==> config.mk <==
export PLATFORM = sky130hd
export DESIGN_NAME = timer_irq
export DESIGN_NICKNAME = d
export VERILOG_FILES = /design/src/rtl/timer_pkg.sv /design/src/rtl/timer_prescaler.sv /design/src/rtl/timer_irq.sv
export SDC_FILE = /design/constraint.sdc
export NUM_CORES = 1
export LEC_CHECK = 0
export ABC_AREA = 1
export CAP_MARGIN = 10
export CORE_MARGIN = 4
export CORE_UTILIZATION = 25
export CTS_CLUSTER_DIAMETER = 80
export DETAILED_ROUTE_END_ITERATION = 10
export DONT_BUFFER_PORTS = 1
export GPL_ROUTABILITY_DRIVEN = 0
export SLEW_MARGIN = 40
export SYNTH_ARGS = -nofsm -noshare
export SYNTH_HDL_FRONTEND = slang
export SYNTH_SLANG_ARGS = --single-unit
==> constraint.sdc <==
create_clock -name clk -period 1.7 [get_ports clk]
set_input_delay 0.34 -clock clk [delete_from_list [all_inputs] [get_ports clk]]
set_output_delay 0.34 -clock clk [all_outputs]
set_load 0.01 [all_outputs]
==> src/rtl/timer_pkg.sv <==
// Shared definitions for the programmable down-counting timer:
// register address map and CTRL/STATUS bit positions.
package timer_pkg;

  typedef enum logic [2:0] {
    REG_COUNT_LO  = 3'd0,
    REG_COUNT_HI  = 3'd1,
    REG_RELOAD_LO = 3'd2,
    REG_RELOAD_HI = 3'd3,
    REG_PRESCALE  = 3'd4,
    REG_CTRL      = 3'd5,
    REG_STATUS    = 3'd6,
    REG_RSVD      = 3'd7
  } reg_addr_e;

  localparam int CTRL_EN       = 0;
  localparam int CTRL_PERIODIC = 1;
  localparam int CTRL_IEN      = 2;
  localparam int CTRL_W        = 3;

  localparam int STATUS_EXP    = 0;

endpackage

==> src/rtl/timer_prescaler.sv <==
// Programmable clock divider: issues a one-cycle tick every div+1 enabled clocks.
// The counter freezes while en is low and restarts from zero on clr.
module timer_prescaler (
  input  logic       clk,
  input  logic       reset,
  input  logic       en,
  input  logic       clr,
  input  logic [7:0] div,
  output logic       tick
);

  logic [7:0] cnt_r;
  logic [7:0] cnt_nxt_s;

  assign tick = en & (cnt_r == div);

  // Next prescaler value: clear dominates, wrap on tick, advance only while enabled
  always_comb begin
    cnt_nxt_s = cnt_r;
    if (clr) begin
      cnt_nxt_s = 8'd0;
    end else if (tick) begin
      cnt_nxt_s = 8'd0;
    end else if (en) begin
      cnt_nxt_s = cnt_r + 8'd1;
    end else begin
      cnt_nxt_s = cnt_r;
    end
  end

  // Prescaler state register
  always_ff @(posedge clk or negedge reset) begin
    if (!reset) begin
      cnt_r <= 8'd0;
    end else begin
      cnt_r <= cnt_nxt_s;
    end
  end

endmodule

==> src/rtl/timer_irq.sv <==
// 16-bit down-counting timer with prescaler, one-shot/periodic modes,
// coherent two-byte count readback and an active-low level interrupt.
module timer_irq
  import timer_pkg::*;
(
  input  logic       clk,
  input  logic       reset,
  input  logic       cs,
  input  logic       rwb,
  input  logic [2:0] addr,
  input  logic [7:0] i_data,
  output logic [7:0] o_data,
  output logic       irqb
);

  reg_addr_e          reg_sel_s;
  logic               wr_s;
  logic               rd_s;
  logic               wr_reload_hi_s;
  logic               wr_ctrl_s;
  logic               wr_status_s;
  logic               en_rise_s;
  logic               presc_clr_s;
  logic               tick_s;
  logic               expire_s;

  logic [15:0]        count_r;
  logic [15:0]        count_nxt_s;
  logic [7:0]         shadow_r;
  logic [7:0]         reload_lo_r;
  logic [7:0]         reload_hi_r;
  logic [7:0]         prescale_r;
  logic [CTRL_W-1:0]  ctrl_r;
  logic [CTRL_W-1:0]  ctrl_nxt_s;
  logic               exp_r;
  logic               exp_nxt_s;

  assign reg_sel_s      = reg_addr_e'(addr);
  assign wr_s           = cs & ~rwb;
  assign rd_s           = cs & rwb;
  assign wr_reload_hi_s = wr_s & (reg_sel_s == REG_RELOAD_HI);
  assign wr_ctrl_s      = wr_s & (reg_sel_s == REG_CTRL);
  assign wr_status_s    = wr_s & (reg_sel_s == REG_STATUS);
  assign en_rise_s      = wr_ctrl_s & i_data[CTRL_EN] & ~ctrl_r[CTRL_EN];
  assign presc_clr_s    = wr_reload_hi_s | en_rise_s;
  // A reload write consumes a coincident tick entirely, so it cannot expire either
  assign expire_s       = tick_s & (count_r == 16'd0) & ~wr_reload_hi_s;
  assign irqb           = ~(exp_r & ctrl_r[CTRL_IEN]);

  timer_prescaler u_prescaler (
    .clk   (clk),
    .reset (reset),
    .en    (ctrl_r[CTRL_EN]),
    .clr   (presc_clr_s),
    .div   (prescale_r),
    .tick  (tick_s)
  );

  // Next count: software reload beats tick; a zero count reloads or holds on tick
  always_comb begin
    count_nxt_s = count_r;
    if (wr_reload_hi_s) begin
      count_nxt_s = {i_data, reload_lo_r};
    end else if (tick_s) begin
      if (count_r != 16'd0) begin
        count_nxt_s = count_r - 16'd1;
      end else if (ctrl_r[CTRL_PERIODIC]) begin
        count_nxt_s = {reload_hi_r, reload_lo_r};
      end else begin
        count_nxt_s = count_r;
      end
    end else begin
      count_nxt_s = count_r;
    end
  end

  // Next CTRL and EXP: software CTRL writes win, expiry sets EXP over a clear
  always_comb begin
    ctrl_nxt_s = ctrl_r;
    exp_nxt_s  = exp_r;
    if (wr_ctrl_s) begin
      ctrl_nxt_s = i_data[CTRL_W-1:0];
    end else if (expire_s && !ctrl_r[CTRL_PERIODIC]) begin
      ctrl_nxt_s[CTRL_EN] = 1'b0;
    end else begin
      ctrl_nxt_s = ctrl_r;
    end
    if (expire_s) begin
      exp_nxt_s = 1'b1;
    end else if (wr_status_s && i_data[STATUS_EXP]) begin
      exp_nxt_s = 1'b0;
    end else begin
      exp_nxt_s = exp_r;
    end
  end

  // Architectural register file
  always_ff @(posedge clk or negedge reset) begin
    if (!reset) begin
      count_r     <= 16'd0;
      shadow_r    <= 8'd0;
      reload_lo_r <= 8'd0;
      reload_hi_r <= 8'd0;
      prescale_r  <= 8'd0;
      ctrl_r      <= {CTRL_W{1'b0}};
      exp_r       <= 1'b0;
    end else begin
      count_r <= count_nxt_s;
      ctrl_r  <= ctrl_nxt_s;
      exp_r   <= exp_nxt_s;
      if (rd_s && (reg_sel_s == REG_COUNT_LO)) begin
        shadow_r <= count_r[15:8];
      end else begin
        shadow_r <= shadow_r;
      end
      if (wr_s && (reg_sel_s == REG_RELOAD_LO)) begin
        reload_lo_r <= i_data;
      end else begin
        reload_lo_r <= reload_lo_r;
      end
      if (wr_reload_hi_s) begin
        reload_hi_r <= i_data;
      end else begin
        reload_hi_r <= reload_hi_r;
      end
      if (wr_s && (reg_sel_s == REG_PRESCALE)) begin
        prescale_r <= i_data;
      end else begin
        prescale_r <= prescale_r;
      end
    end
  end

  // Read mux; COUNT_HI returns the byte captured by the last COUNT_LO read
  always_comb begin
    o_data = 8'h00;
    if (rd_s) begin
      case (reg_sel_s)
        REG_COUNT_LO:  o_data = count_r[7:0];
        REG_COUNT_HI:  o_data = shadow_r;
        REG_RELOAD_LO: o_data = reload_lo_r;
        REG_RELOAD_HI: o_data = reload_hi_r;
        REG_PRESCALE:  o_data = prescale_r;
        REG_CTRL:      o_data = {5'd0, ctrl_r};
        REG_STATUS:    o_data = {7'd0, exp_r};
        default:       o_data = 8'h00;
      endcase
    end else begin
      o_data = 8'h00;
    end
  end

endmodule

==> flow_metrics.tcl, run 1 <==
set metrics [dict create \
    vdd_ir_drop_max_mv 0.588 \
    power_density_nw_per_um2 1620 \
    period_minus_slack_ps 1780 \
    worstSkewPairLatency_ps 330 \
    setup_viol 19 \
    syn_inst 563 \
    grt_use_total_pct 15.1 \
    tritoncts "built" \
    finalWorstSetupSlack_ps -77.2 \
    p_leak_uw 0.00268 \
    via_count 4025 \
    drtIter0Drc 481 \
    port_buffers 0 \
    critPathArrivalTime_ps 2000 \
    critPathMaxFanout 7 \
    cts_buffers 9 \
    drcViolationCount 0 \
    areaGrowthSynthToFinish_pct 39.8 \
    synth.distinct_cells 32 \
    antenna_left 0 \
    fin_skew_ps 9.54 \
    endpoint_kind "flip-flop" \
    worstPathRequired_ps 1920 \
    slew_viol_final 0 \
    max_cap_violations 0 \
    slew_headroom_pct 67.1 \
    grt_pass1_vias 3813 \
    drt_pre_antenna_iters 7 \
    min-delay-path-class "in -> async" \
    place_inst 794 \
    hpwlAfterDp_um 9120 \
    mappedNetlistNets 581 \
    clkTransAtPathRegs_ps 60 \
    initial_core_util_pct 25.7 \
    fin_cells 838 \
    antenna_cells 0 \
    die_area_um2 17100 \
    clk_path_buf_depth 2 \
    placed_area_um2 4360 \
    violations "negative hold slack, negative setup slack" \
    hold_slack_ps -297 \
    status "complete, but fails checks" \
    viasPerCell 4.80 \
    finalWirelength_um 13300 \
    tns_ps -1040 \
    grt_max_degree 61 \
    grt_pass1_wl_um 19900 \
    finalPower_uw 8510 \
    finalCritPeriodShare_pct 105 \
    row_count 44 \
    drive_above_1_share_pct 28.1 \
    grt_setup_unrepaired "yes" \
    hold_viol 60 \
    seq_area_frac_synth_pct 39.9 \
    dieWidth_um 131 \
    grt_antenna_before_repair 0 \
    final_area_um2 5270 \
    synth-seq-cells 60 \
    clock_sinks 60 \
    path_class "reg -> reg" \
    layout.nets 667 \
    coreArea_um2 14600 \
    overflow 0 \
    die_y_um 131 \
    tightest_slew_ps 492 \
    pin_count 24 \
    yosys_warnings 0 \
    pre_cts_slack_ps -115 \
    critPathLaunchType "flip-flop" \
    wire_per_inst_um 15.8 \
    cts-root-buf "clkbuf_16" \
    htreeDepth 3 \
    syn_avg_cell_area_um2 6.69 \
    syn_area_um2 3770 \
    fmax_mhz 563 \
]
[synthesized netlist by cell type]
library cell	number	area share (%)
nand2_2	3	0.50
buf_12	1	0.53
nand3_1	30	4.0
inv_2	5	0.50
xor2_1	5	1.2
nand4_1	6	1.0
o21ai_1	4	0.53
a21oi_1	9	1.2
ha_1	3	1.0
nand2_1	222	22
nand3_2	3	0.80
o22ai_1	7	1.2
dfrtp_1	60	40
nor2_4	3	0.90
a21oi_4	1	0.43
nor3_4	1	0.43
xnor2_1	2	0.47
o2bb2ai_1	3	0.70
nor2_1	55	5.5
nor3_1	8	1.1
buf_6	1	0.30
buf_4	1	0.20
clkbuf_1	3	0.30
buf_2	2	0.27
a211oi_1	3	0.60
inv_1	72	7.2
o221ai_1	1	0.23
nand2_4	2	0.60
nor2_2	3	0.50
nand3b_1	1	0.20
o21ai_0	40	5.3
a31oi_1	3	0.50
[worst paths after layout]
kind,from,endpoint,slack [ps],depth (start not counted)
min in group clk,i_data[1],ctrl_r[1]$_DFFE_PN0N_,140,2
worst min-delay path,reset,u_prescaler.cnt_r[0]$_DFFE_PN0P_,-300,0
worst max-delay path,count_r[2]$_DFFE_PN0P_,count_r[12]$_DFFE_PN0P_,-80,11
worst min register to register,shadow_r[6]$_DFFE_PN0P_,shadow_r[6]$_DFFE_PN0P_,490,2
max in group asynchronous,reset,count_r[14]$_DFFE_PN0P_,1890,0
worst max register to register,count_r[2]$_DFFE_PN0P_,count_r[12]$_DFFE_PN0P_,-80,11
[critical path: stages, from the launching register on]
cell	delay [ps]
dfrtp_1	400
buf_6	130
nor2_4	130
buf_6	130
nand2_4	50
nor2_4	90
nand2_2	80
nor3_4	270
a21oi_4	90
clkbuf_16	200
nand2_2	60
nand2_1	40
[placed cells by master, fill, tap and decap left out, types with 3 or more instances in the layout]
cell type / n
a21oi_1: 7
buf_4: 74
buf_6: 4
bufinv_16: 3
clkbuf_16: 10
dfrtp_1: 60
inv_1: 66
inv_2: 8
nand2_1: 190
nand2_2: 26
nand2_4: 11
nand3_1: 24
nand3_2: 8
nand4_1: 6
nor2_1: 45
nor2_2: 9
nor2_4: 7
nor3_1: 8
o21ai_0: 35
o21ai_1: 8
o22ai_1: 4
o22ai_2: 3
o2bb2ai_1: 3
xor2_1: 5
[cell families after synthesis]
| logic type | after synthesis | share of synthesized area, % |
|---|---|---|
| simple gates | 337 | 37.6 |
| buf+inv | 85 | 9.27 |
| compound gates | 71 | 10.7 |
| flops | 60 | 39.9 |
| xor+xnor | 7 | 1.63 |
| fa+ha+maj | 3 | 0.997 |
[state kept, by name (all words and copies together) (netlist names)]
signal	cells
ctrl_r	3
u_prescaler.cnt_r	8
prescale_r	8
exp_r	1
reload_lo_r	8
reload_hi_r	8
count_r	16
shadow_r	8
[area by class of cell]
| type | instances | area [um2] |
|---|---|---|
| Fill cell | 1490 | 9380 |
| Tap cell | 184 | 230 |
| Clock inverter | 6 | 113 |
| Inverter | 77 | 298 |
| Sequential cell | 60 | 1500 |
| Clock buffer | 10 | 229 |
| Multi-Input combinational cell | 420 | 2230 |
| Timing Repair Buffer | 81 | 666 |
[stage by stage]
| stage | hold WS, ps | util (%) |
|---|---|---|
| 6_report | -297 | 36.0 |
| 4_1_cts | -305 | 33.9 |
| 5_1_grt | -309 | 36.0 |
| 3_5_place_dp | 46.1 | 29.8 |
| 3_3_place_gp | 46.5 | 29.8 |
| 2_1_floorplan | 44.4 | - |
[repair_timing]
action                     in CTS  in global routing
pin swaps                      15                 30
setup endpoints to repair      22                 25
buffers inserted               22                  5
gates resized for setup        28                 65
gates cloned                    0                  3
hold endpoints to repair       60                 60
[power by group]
part / total [uW] / internal (uW) / switching, uW
logic: 4170 / 1770 / 2390
clock network: 2120 / 1430 / 684
registers: 2220 / 1850 / 371
total: 8510 / 5060 / 3450
[routing by layer]
metal  track usage, %  wire length, um
met5                0                0
met4             4.84              422
met3             2.56              807
met2             24.0             6130
met1             21.0             5890
No activity file was read; power rests on OpenSTA's default activity.
==> run 2: changes to the inputs <==
ABC_AREA = default   (was 1)
CORE_ASPECT_RATIO = 1.1   (was default)
==> flow_metrics.tcl, run 2 <==
set metrics [dict create \
    fin_skew_ps 7.86 \
    synthArstFlopShare_pct 100 \
    cp_slowest_cell "dfrtp_2" \
    p_comb_share_pct 30.6 \
    yosys_warnings 0 \
    tightest_slew_ps 457 \
    path_class "reg -> reg" \
    yosysTopAreaCell "dfrtp_1" \
    switchingPower_uw 1570 \
    pwr-share-seq_pct 36.8 \
    finalCritPeriodShare_pct 119 \
    period_minus_slack_ps 2020 \
    hold_slack_ps -307 \
    p_clk_share_pct 32.7 \
    antenna_cells 0 \
    synth.most_common_cell "dfrtp_1" \
    grt_use_total_pct 16.0 \
    vdd_ir_drop_max_mv 0.740 \
    clk_path_buf_depth 2 \
    grt_pass1_vias 3712 \
    antenna_left 0 \
    finalWorstSetupSlack_ps -322 \
    fin_cells 678 \
    p_sw_share_pct 30.2 \
    cts_buffers 9 \
    critPathMaxFanout 6 \
    intPower_uw 3640 \
    final_common_cell "buf_4" \
    crit_chain "nor4_4, buf_4, buf_12, nand2_8, o31ai_4, nor2_4, a221o_1" \
    synth-edff-count 0 \
    htreeDepth 3 \
    largest_reg_flops 16 \
    tns_ps -6420 \
    overflow 0 \
    seq_area_frac_synth_pct 41.5 \
    initial_core_util_pct 25.9 \
    dieWidth_um 123 \
    die_y_um 134 \
    critPathArrivalTime_ps 2240 \
    critPathLaunchType "flip-flop" \
    drt_pre_antenna_iters 5 \
    setup_viol 28 \
    reg2reg_setup_slack_ps -320 \
    cts-root-buf "clkbuf_16" \
    hpwlAfterDp_um 9050 \
    synthFlopType "dfrtp_1" \
    coreArea_um2 14000 \
    pin_count 24 \
    endpoint_kind "flip-flop" \
    yosysTopAreaCellShare_pct 41.5 \
    drcViolationCount 0 \
    grt_pass1_wl_um 20000 \
    netlist_top_cells_area "dfrtp_1 (42%), mux2_2 (11%), nand2_1 (3.4%), mux2i_1 (2.5%), nand3_1 (2.5%)" \
    drtIter0Drc 283 \
    drive_above_1_share_pct 52.0 \
    port_buffers 0 \
    tritoncts "built" \
    syn_avg_cell_area_um2 10.1 \
    layout.nets 504 \
    reg2reg_depth 7 \
    clock_sinks 60 \
    slew_headroom_pct 69.5 \
    grt_max_degree 61 \
    clkTransAtPathRegs_ps 60 \
    mappedNetlistNets 376 \
    layout_common_cells "buf_4 (111), dfrtp_1 (57), nand2_1 (32), mux2_2 (30), buf_6 (19)" \
    final_area_um2 5600 \
    max_cap_violations 0 \
    violations "negative hold slack, negative setup slack" \
    via_count 3591 \
    place_inst 638 \
    syn_inst 358 \
    fmax_mhz 494 \
    pre_cts_slack_ps -412 \
    syn_area_um2 3610 \
    areaGrowthSynthToFinish_pct 54.8 \
    die_area_um2 16400 \
    power_density_nw_per_um2 930 \
    viasPerCell 5.30 \
    p_leak_uw 0.00239 \
    hold_viol 60 \
    finalWirelength_um 12900 \
    worstSkewPairLatency_ps 340 \
    critPathTopFamily "compound AO/OA/AOI/OAI gates" \
    worstPathRequired_ps 1920 \
    r2r-end "count_r[10]$_DFFE_PN0P_" \
    path_buf_inv 2 \
    status "complete, but fails checks" \
    synth.distinct_cells 63 \
    synth_common_cells "dfrtp_1 (60), mux2_2 (34), nand2_1 (33), nand3_1 (18), nor2_1 (15)" \
    min-delay-path-class "in -> async" \
    wire_per_inst_um 19.0 \
    grt_setup_unrepaired "yes" \
    slowest_delay_ps 430 \
    placed_area_um2 4670 \
    slew_viol_final 0 \
    synth-seq-cells 60 \
    grt_antenna_before_repair 0 \
    r2r-start "count_r[4]$_DFFE_PN0P_" \
    row_count 45 \
    regMostFlops "count_r" \
]
[run 2: cell count changes in the layout (fill, tap and decap cells not counted), sizes merged, moves of 9 or more]
cell | before | now
mux2 | 0 | 34
mux2i | 0 | 9
o21ai | 44 | 10
o211ai | 0 | 10
buf | 80 | 136
a22oi | 0 | 12
a211oi | 3 | 12
nor2 | 61 | 15
inv | 76 | 7
nand2 | 229 | 34
nand3 | 33 | 18
[run 2: cell families (layout without fill, tap and decap cells)]
family | after synthesis | count (layout) | synth area share [%]
fa+ha+maj | 3 | 3 | 1.04
buf+inv | 26 | 158 | 3.12
xor+xnor | 11 | 11 | 2.67
mux | 44 | 44 | 13.7
flops | 60 | 60 | 41.5
compound gates | 94 | 94 | 19.4
simple gates | 120 | 120 | 18.5
[run 2: area by class of cell]
class / count / area (um2)
Fill cell: 1336 / 8370
Multi-Input combinational cell: 272 / 2400
Sequential cell: 60 / 1510
Timing Repair Buffer: 136 / 1160
Clock buffer: 13 / 260
Tap cell: 188 / 235
Inverter: 7 / 26.3
Clock inverter: 2 / 10.0
[run 2: worst max-delay path by stage]
stage | to | depth (start not counted) | slack, ps | start
2_1_floorplan | count_r[10]$_DFFE_PN0P_ | 5 | -220 | count_r[5]$_DFFE_PN0P_
3_3_place_gp | count_r[14]$_DFFE_PN0P_ | 7 | -330 | count_r[1]$_DFFE_PN0P_
3_5_place_dp | count_r[12]$_DFFE_PN0P_ | 7 | -410 | count_r[1]$_DFFE_PN0P_
4_1_cts | o_data[7] | 6 | -330 | count_r[7]$_DFFE_PN0P_
5_1_grt | count_r[10]$_DFFE_PN0P_ | 7 | -380 | count_r[4]$_DFFE_PN0P_
6_report | count_r[10]$_DFFE_PN0P_ | 7 | -320 | count_r[4]$_DFFE_PN0P_
[run 2: what timing repair did]
action	CTS	global route
gates resized for setup	73	29
hold endpoints to repair	60	60
buffers inserted	22	7
pin swaps	24	29
endpoints found under the setup margin	31	34
[run 2: power groups by stage]
stage          registers, uW  clock network, uW  logic [uW]
6_report                1910               1700        1590
5_1_grt                 1940               1780        1710
2_1_floorplan           1880                  0         692
3_3_place_gp            1900                  0        1230
3_5_place_dp            1910                  0        1260
4_1_cts                 1900               1740        1490
[run 2: per-stage QoR]
stage	utilization, %	power, uW	hold WS, ps
after floorplan	-	2570	44.4
after global placement	33.4	3140	48.3
after detailed placement	33.4	3170	48.1
after CTS	38.7	5120	-317
after global routing	40.1	5430	-318
final	40.1	5210	-307
[run 2: layer usage]
metal  global-route usage [%]  part of all wire [%]  vias to the layer above
met1                     18.2                    38                     1780
met3                     4.18                   6.1                       50
met4                     9.83                   4.7                        0
li1                         -                     -                     1632
met2                     26.5                    51                      129
met5                        0                     0                        -
